File: src/rtl/gerenciador_alarme_temperatura_pkg.sv
// Shared definitions for the plant alarm annunciator: state encoding and
// default timing constants.
package pkg_usina;

  typedef enum logic [1:0] {
    NORMAL                   = 2'd0,
    ALARME_NAO_RECONHECIDO   = 2'd1,
    ALARME_RECONHECIDO       = 2'd2,
    RETORNO_NAO_RECONHECIDO  = 2'd3
  } estado_alarme_t;

  localparam int DEBOUNCE_CICLOS_PADRAO = 4;
  localparam int PERIODO_PISCA_PADRAO   = 8;
  localparam int TIMEOUT_SCRAM_PADRAO   = 1000;

endpackage

File: src/rtl/gerenciador_alarme_temperatura_filtro.sv
// Persistence filter: the filtered level flips only after DEBOUNCE_CICLOS
// consecutive raw samples disagree with it; trip/clear pulse on that edge.
module filtro_persistencia
  import pkg_usina::*;
#(
  parameter int DEBOUNCE_CICLOS = DEBOUNCE_CICLOS_PADRAO
) (
  input  logic clock,
  input  logic reset,
  input  logic bruto,
  output logic nivelFiltrado,
  output logic pulsoDisparo,
  output logic pulsoLiberacao
);

  localparam int LARGURA = $clog2(DEBOUNCE_CICLOS + 1);
  localparam logic [LARGURA-1:0] LIMITE = LARGURA'(DEBOUNCE_CICLOS - 1);

  logic [LARGURA-1:0] contador;
  logic               nivel;
  logic               difere;
  logic               vira;

  assign difere = (bruto != nivel);
  // The flip is decided combinationally so the FSM reacts on the same edge.
  assign vira           = difere && (contador == LIMITE);
  assign pulsoDisparo   = vira && !nivel;
  assign pulsoLiberacao = vira && nivel;
  assign nivelFiltrado  = nivel;

  always_ff @(posedge clock or posedge reset) begin
    if (reset) begin
      contador <= '0;
      nivel    <= 1'b0;
    end else if (!difere) begin
      contador <= '0;
    end else if (vira) begin
      contador <= '0;
      nivel    <= bruto;
    end else if (contador != LIMITE) begin
      contador <= contador + LARGURA'(1);
    end
  end

endmodule

File: src/rtl/gerenciador_alarme_temperatura.sv
// Temperature alarm annunciator: debounce, operator sequence, siren/lamp blink.
// Define ESCALONAMENTO_SCRAM_EN to enable the unacknowledged-alarm SCRAM timeout.
module gerenciador_alarme_temperatura
  import pkg_usina::*;
#(
  parameter int DEBOUNCE_CICLOS = DEBOUNCE_CICLOS_PADRAO,
  parameter int PERIODO_PISCA   = PERIODO_PISCA_PADRAO,
  parameter int TIMEOUT_SCRAM   = TIMEOUT_SCRAM_PADRAO
) (
  input  logic       clock,
  input  logic       reset,
  input  logic       alarmeSonoroTemperatura,
  input  logic       botaoReconhecer,
  output logic       sirene,
  output logic       lampada,
  output logic       pedidoScram,
  output logic [1:0] estadoAlarme
);

  if (DEBOUNCE_CICLOS < 1 || PERIODO_PISCA < 1 || TIMEOUT_SCRAM < 1) begin : gParametroInvalido
    $error("gerenciador_alarme_temperatura: parameters must be >= 1");
  end

  localparam int LARG_PISCA = $clog2(PERIODO_PISCA + 1);
  localparam logic [LARG_PISCA-1:0] LIMITE_PISCA = LARG_PISCA'(PERIODO_PISCA - 1);

  logic           unusedNivelFiltrado;
  logic           disparo;
  logic           liberacao;
  logic           botaoAnterior;
  logic           reconhecer;
  estado_alarme_t estado;
  estado_alarme_t estadoNext;
  logic [LARG_PISCA-1:0] contPisca;
  logic [LARG_PISCA-1:0] contPiscaNext;
  logic           fase;
  logic           faseNext;
  logic           entrando;
  logic           piscaNext;

  filtro_persistencia #(.DEBOUNCE_CICLOS(DEBOUNCE_CICLOS)) uFiltro (
    .clock          (clock),
    .reset          (reset),
    .bruto          (alarmeSonoroTemperatura),
    .nivelFiltrado  (unusedNivelFiltrado),
    .pulsoDisparo   (disparo),
    .pulsoLiberacao (liberacao)
  );

  assign reconhecer = botaoReconhecer && !botaoAnterior;

  always_comb begin
    estadoNext = estado;
    case (estado)
      NORMAL:
        if (disparo) estadoNext = ALARME_NAO_RECONHECIDO;
      ALARME_NAO_RECONHECIDO:
        if (reconhecer && liberacao) estadoNext = NORMAL;
        else if (reconhecer)         estadoNext = ALARME_RECONHECIDO;
        else if (liberacao)          estadoNext = RETORNO_NAO_RECONHECIDO;
      ALARME_RECONHECIDO:
        if (liberacao) estadoNext = NORMAL;
      RETORNO_NAO_RECONHECIDO:
        // A fresh trip outranks an acknowledge arriving on the same edge.
        if (disparo)         estadoNext = ALARME_NAO_RECONHECIDO;
        else if (reconhecer) estadoNext = NORMAL;
      default:
        estadoNext = NORMAL;
    endcase
  end

  always_comb begin
    piscaNext     = (estadoNext == ALARME_NAO_RECONHECIDO) ||
                    (estadoNext == RETORNO_NAO_RECONHECIDO);
    entrando      = piscaNext && (estadoNext != estado);
    contPiscaNext = '0;
    faseNext      = 1'b0;
    if (entrando) begin
      faseNext = 1'b1;
    end else if (piscaNext) begin
      if (contPisca == LIMITE_PISCA) begin
        faseNext = !fase;
      end else begin
        contPiscaNext = contPisca + LARG_PISCA'(1);
        faseNext      = fase;
      end
    end
  end

  always_ff @(posedge clock or posedge reset) begin
    if (reset) begin
      estado        <= NORMAL;
      contPisca     <= '0;
      fase          <= 1'b0;
      botaoAnterior <= 1'b0;
      sirene        <= 1'b0;
      lampada       <= 1'b0;
    end else begin
      estado        <= estadoNext;
      contPisca     <= contPiscaNext;
      fase          <= faseNext;
      botaoAnterior <= botaoReconhecer;
      sirene        <= (estadoNext == ALARME_NAO_RECONHECIDO) && faseNext;
      lampada       <= (estadoNext == ALARME_RECONHECIDO) || (piscaNext && faseNext);
    end
  end

  assign estadoAlarme = estado;

`ifdef ESCALONAMENTO_SCRAM_EN
  localparam int LARG_TIMEOUT = $clog2(TIMEOUT_SCRAM + 1);
  localparam logic [LARG_TIMEOUT-1:0] LIMITE_TIMEOUT = LARG_TIMEOUT'(TIMEOUT_SCRAM - 1);
  localparam logic [LARG_TIMEOUT-1:0] MAX_TIMEOUT    = LARG_TIMEOUT'(TIMEOUT_SCRAM);

  logic [LARG_TIMEOUT-1:0] contTimeout;
  logic                    scram;

  // The cycle that leaves state 1 still counts, so an acknowledge on the
  // deadline edge cannot dodge the request.
  always_ff @(posedge clock or posedge reset) begin
    if (reset) begin
      contTimeout <= '0;
      scram       <= 1'b0;
    end else if (estado == ALARME_NAO_RECONHECIDO) begin
      if (contTimeout >= LIMITE_TIMEOUT) scram <= 1'b1;
      if (estadoNext != ALARME_NAO_RECONHECIDO) contTimeout <= '0;
      else if (contTimeout != MAX_TIMEOUT)      contTimeout <= contTimeout + LARG_TIMEOUT'(1);
    end else begin
      contTimeout <= '0;
    end
  end

  assign pedidoScram = scram;
`else
  assign pedidoScram = 1'b0;
`endif

endmodule

File: config.mk
export PLATFORM = sky130hd
export DESIGN_NAME = gerenciador_alarme_temperatura
export DESIGN_NICKNAME = d
export VERILOG_FILES = /design/src/rtl/gerenciador_alarme_temperatura_pkg.sv /design/src/rtl/gerenciador_alarme_temperatura_filtro.sv /design/src/rtl/gerenciador_alarme_temperatura.sv
export SDC_FILE = /design/constraint.sdc
export NUM_CORES = 1
export LEC_CHECK = 0
export BUFFER_PORTS_ARGS = -buffer_cell sky130_fd_sc_hd__buf_4
export CAP_MARGIN = 10
export CELL_PAD_IN_SITES_DETAIL_PLACEMENT = 1
export CELL_PAD_IN_SITES_GLOBAL_PLACEMENT = 1
export CORE_MARGIN = 4
export CORE_UTILIZATION = 30
export CTS_BUF_LIST = sky130_fd_sc_hd__clkbuf_8
export CTS_CLUSTER_DIAMETER = 50
export DETAILED_ROUTE_END_ITERATION = 6
export PLACE_DENSITY_LB_ADDON = 0.1
export SLEW_MARGIN = 40
export SYNTH_ARGS = -nofsm -noshare
export SYNTH_HDL_FRONTEND = slang
export SYNTH_HIERARCHICAL = 1
export SYNTH_SLANG_ARGS = --single-unit
export TNS_END_PERCENT = 30
File: constraint.sdc
create_clock -name clock -period 3.85 [get_ports clock]
set_input_delay 0.385 -clock clock [delete_from_list [all_inputs] [get_ports clock]]
set_output_delay 0.385 -clock clock [all_outputs]
set_load 0.05 [all_outputs]
==> metrics.cfg <==
[yosys]
yosysTopAreaCell=dfrtp_1
synth_seq_cells=14
synth_nets=68
synth_area_leaders=dfrtp_1 51%, xnor2_1 3.8%, ha_1 3.6%
synth_mux_area_share_pct=3.617
synth_compound_gate_area_share_pct=10.85
synthCells=62
yosysSeqAreaShare_pct=50.63
ys_warn_count=6
synth_area_um2=691.9
synth_top_family_by_area=simple AND/OR/NAND/NOR gates
synth_cell_types=28
synthXorXnorAreaFrac_pct=5.063
postSynthAreaPerCell_um2=11.16
yosysTopAreaCellShare_pct=50.63
synthSimpleGateAreaFrac_pct=21.34
synthAdderAreaFrac_pct=3.617

[drt]
viasPerCell=4.636
dr.first_iter.drc_count=3
dr.pass1.iters=2
vias=459
wl_mm=1.237
drc=0
wl_per_cell_um=12.49
ant_nets=0

[floorplanning]
fp.dieArea_um2=3139
ios=9
row_count=17
core-area_um2=2212
die_width_um=56.03
start_util_pct=31.28
die_h_um=56.03

[clocking]
worstSkewPairLatency_ns=0.24
clk_pin_slew_ns=0.06
ctsRootBufferMaster=clkbuf_8
post_cts_resized=0
postCtsSetupBuffers=0
cts_tree=done
h-tree-depth=1
cts_num_sinks=14
cts_buffer_depth=2
cts_inserted_buffers=3
post_cts_hold_buffer_count=0

[critical_path]
critPathMaxStageDelay_ns=0.39
required_ns=4.01
worstSetupPathType=flip-flop to flip-flop
endpoint=lampada
reg2regPathDepth=6
rr_startpoint=uFiltro/contador[0]
worstReg2RegEnd=lampada
cp.depth=6
critical-path-slowest-cell=dfrtp_1
crit_start=uFiltro/contador[0]
worst_setup_path_end_kind=flip-flop
path_cells=ha_1 -> nor2b_4 -> and3b_2 -> xor2_1 -> a211o_1 -> o211ai_1
critPathArrivalTime_ns=1.82
crit_fanout=6
crit_buf_inv=0
ff2ff_setup_slack_ns=2.19
cp_top_family=simple AND/OR/NAND/NOR gates
worstSetupStartpointType=flip-flop

[power]
comb_power_share_pct=31.1
max-vdd-ir-drop_v=0.0002905
p_int_uw=331.1
clockPowerShare_pct=27.9
p_total_uw=506.5
power_density_nw_per_um2=618.0
switchingPower_uw=175.3
p_leak_nw=0.3860
p_sw_share_pct=34.62
p_seq_share_pct=41.0

[grt]
gr-usage-all-layers_pct=8.921
overflow=0
antenna_found_initial=0
grt_pass1_vias=485
grt_pass1_wl_mm=2.235
grt_start_max_net_pins=14

[final_layout]
seq_area_um2=350.3
layout_common_cells=14 x dfrtp_1, 7 x buf_4, 5 x nor2_1
area_growth_pct=18.44
multiInputGateArea_um2=311.5
layout_commonest_cell=dfrtp_1
layout-drive-gt1-share_pct=25.35
antenna_cells=0
nFillCells=260
layout.nets=78

[timing]
drv_slew=0
max_freq_mhz=601.1
whs_ns=0.03437
tns_ns=0
timing.final.crit_period_ns=1.664
fin_crit_sh_pct=43.21
setup-violations-final=0
hold_viol=0
rsz0062_at_grt=no
fin_worst_skew_ns=0.003020

[placed_design]
numPortBuffers=7
dp.final_hpwl_um=983.7
gp_congestion=0.7368

[status]
outcome=completed

[run]
drv_cap=0

[min_path]
min_path_type=input pin to async pin

## routing by layer
| layer | GRT usage [%] | part of all wire, % | vias to the layer above |
|---|---|---|---|
| met3 | 4.640 | 6.3 | 0 |
| met2 | 15.19 | 50 | 9 |
| met1 | 10.23 | 44 | 222 |
| met5 | 0 | 0 | - |
| met4 | 1.017 | 0 | 0 |
| li1 | - | - | 228 |
## cell families after synthesis
group,Yosys count
and+or+nand+nor,23
xor gates and xnor gates,4
other,1
AOI/OAI and AO/OA,10
buffers and inverters,6
adders and majority gates,2
DFF,14
muxes,2
## metrics by stage
stage | setup WS, ns | cell area (um^2) | cells | util [%]
floorplan | 2.296 | 691.9 | 62 | -
global placement | 2.221 | 764.5 | 95 | 34.56
detailed placement | 2.208 | 764.5 | 95 | 34.56
CTS | 2.184 | 819.5 | 99 | 37.05
global route | 1.997 | 819.5 | 99 | 37.05
finish | 2.186 | 819.5 | 99 | 37.05
## state kept, by name (all words and copies together), names as in the netlist
| name | count |
|---|---|
| contPisca | 4 |
| uFiltro/contador | 3 |
| estadoAlarme | 2 |
| botaoAnterior | 1 |
| fase | 1 |
| lampada | 1 |
| sirene | 1 |
| uFiltro/nivelFiltrado | 1 |
## worst min path at each step
| stage | start | end | slack (ns) | depth (start not counted) |
|---|---|---|---|---|
| 5_1_grt | reset | uFiltro/contador[2] | 0.05 | 2 |
| 2_1_floorplan | reset | uFiltro/contador[0] | 0.15 | 1 |
| 3_3_place_gp | reset | uFiltro/contador[2] | 0.30 | 2 |
| 3_5_place_dp | reset | uFiltro/contador[2] | 0.30 | 2 |
| 4_1_cts | reset | uFiltro/contador[2] | 0.03 | 2 |
| 6_report | reset | uFiltro/contador[2] | 0.03 | 2 |
## power by group through the flow
| stage | sequential [mW] | combinational, mW | clock (mW) |
|---|---|---|---|
| 5_1_grt | 0.213 | 0.171 | 0.153 |
| 6_report | 0.208 | 0.157 | 0.141 |
| 3_3_place_gp | 0.210 | 0.161 | 0 |
| 2_1_floorplan | 0.245 | 0.0852 | 0 |
| 3_5_place_dp | 0.211 | 0.159 | 0 |
| 4_1_cts | 0.209 | 0.160 | 0.146 |
## cell type report
cell class	count	share of cell area (%)
flip-flops and latches	14	42.75
multi-input cells	42	38.02
clock buffers	4	6.718
repair buffers	7	6.412
well taps	28	4.275
inverters	4	1.832
## synth_stat cells
cell      number
a211o_1        1
a21boi_1       1
a21oi_1        2
a31oi_1        1
and3b_2        2
buf_4          2
conb_1         1
dfrtp_1       14
ha_1           2
inv_1          4
mux2_4         1
mux2i_1        1
nand2_1        3
nand2b_4       1
nand3_1        4
nand3b_1       1
nor2_1         5
nor2b_1        2
nor2b_4        1
nor3_1         2
nor3b_1        1
nor3b_2        1
o211ai_1       2
o22a_1         1
o22ai_1        1
o31ai_2        1
xnor2_1        3
xor2_1         1
(Power assumes the default switching activity.)
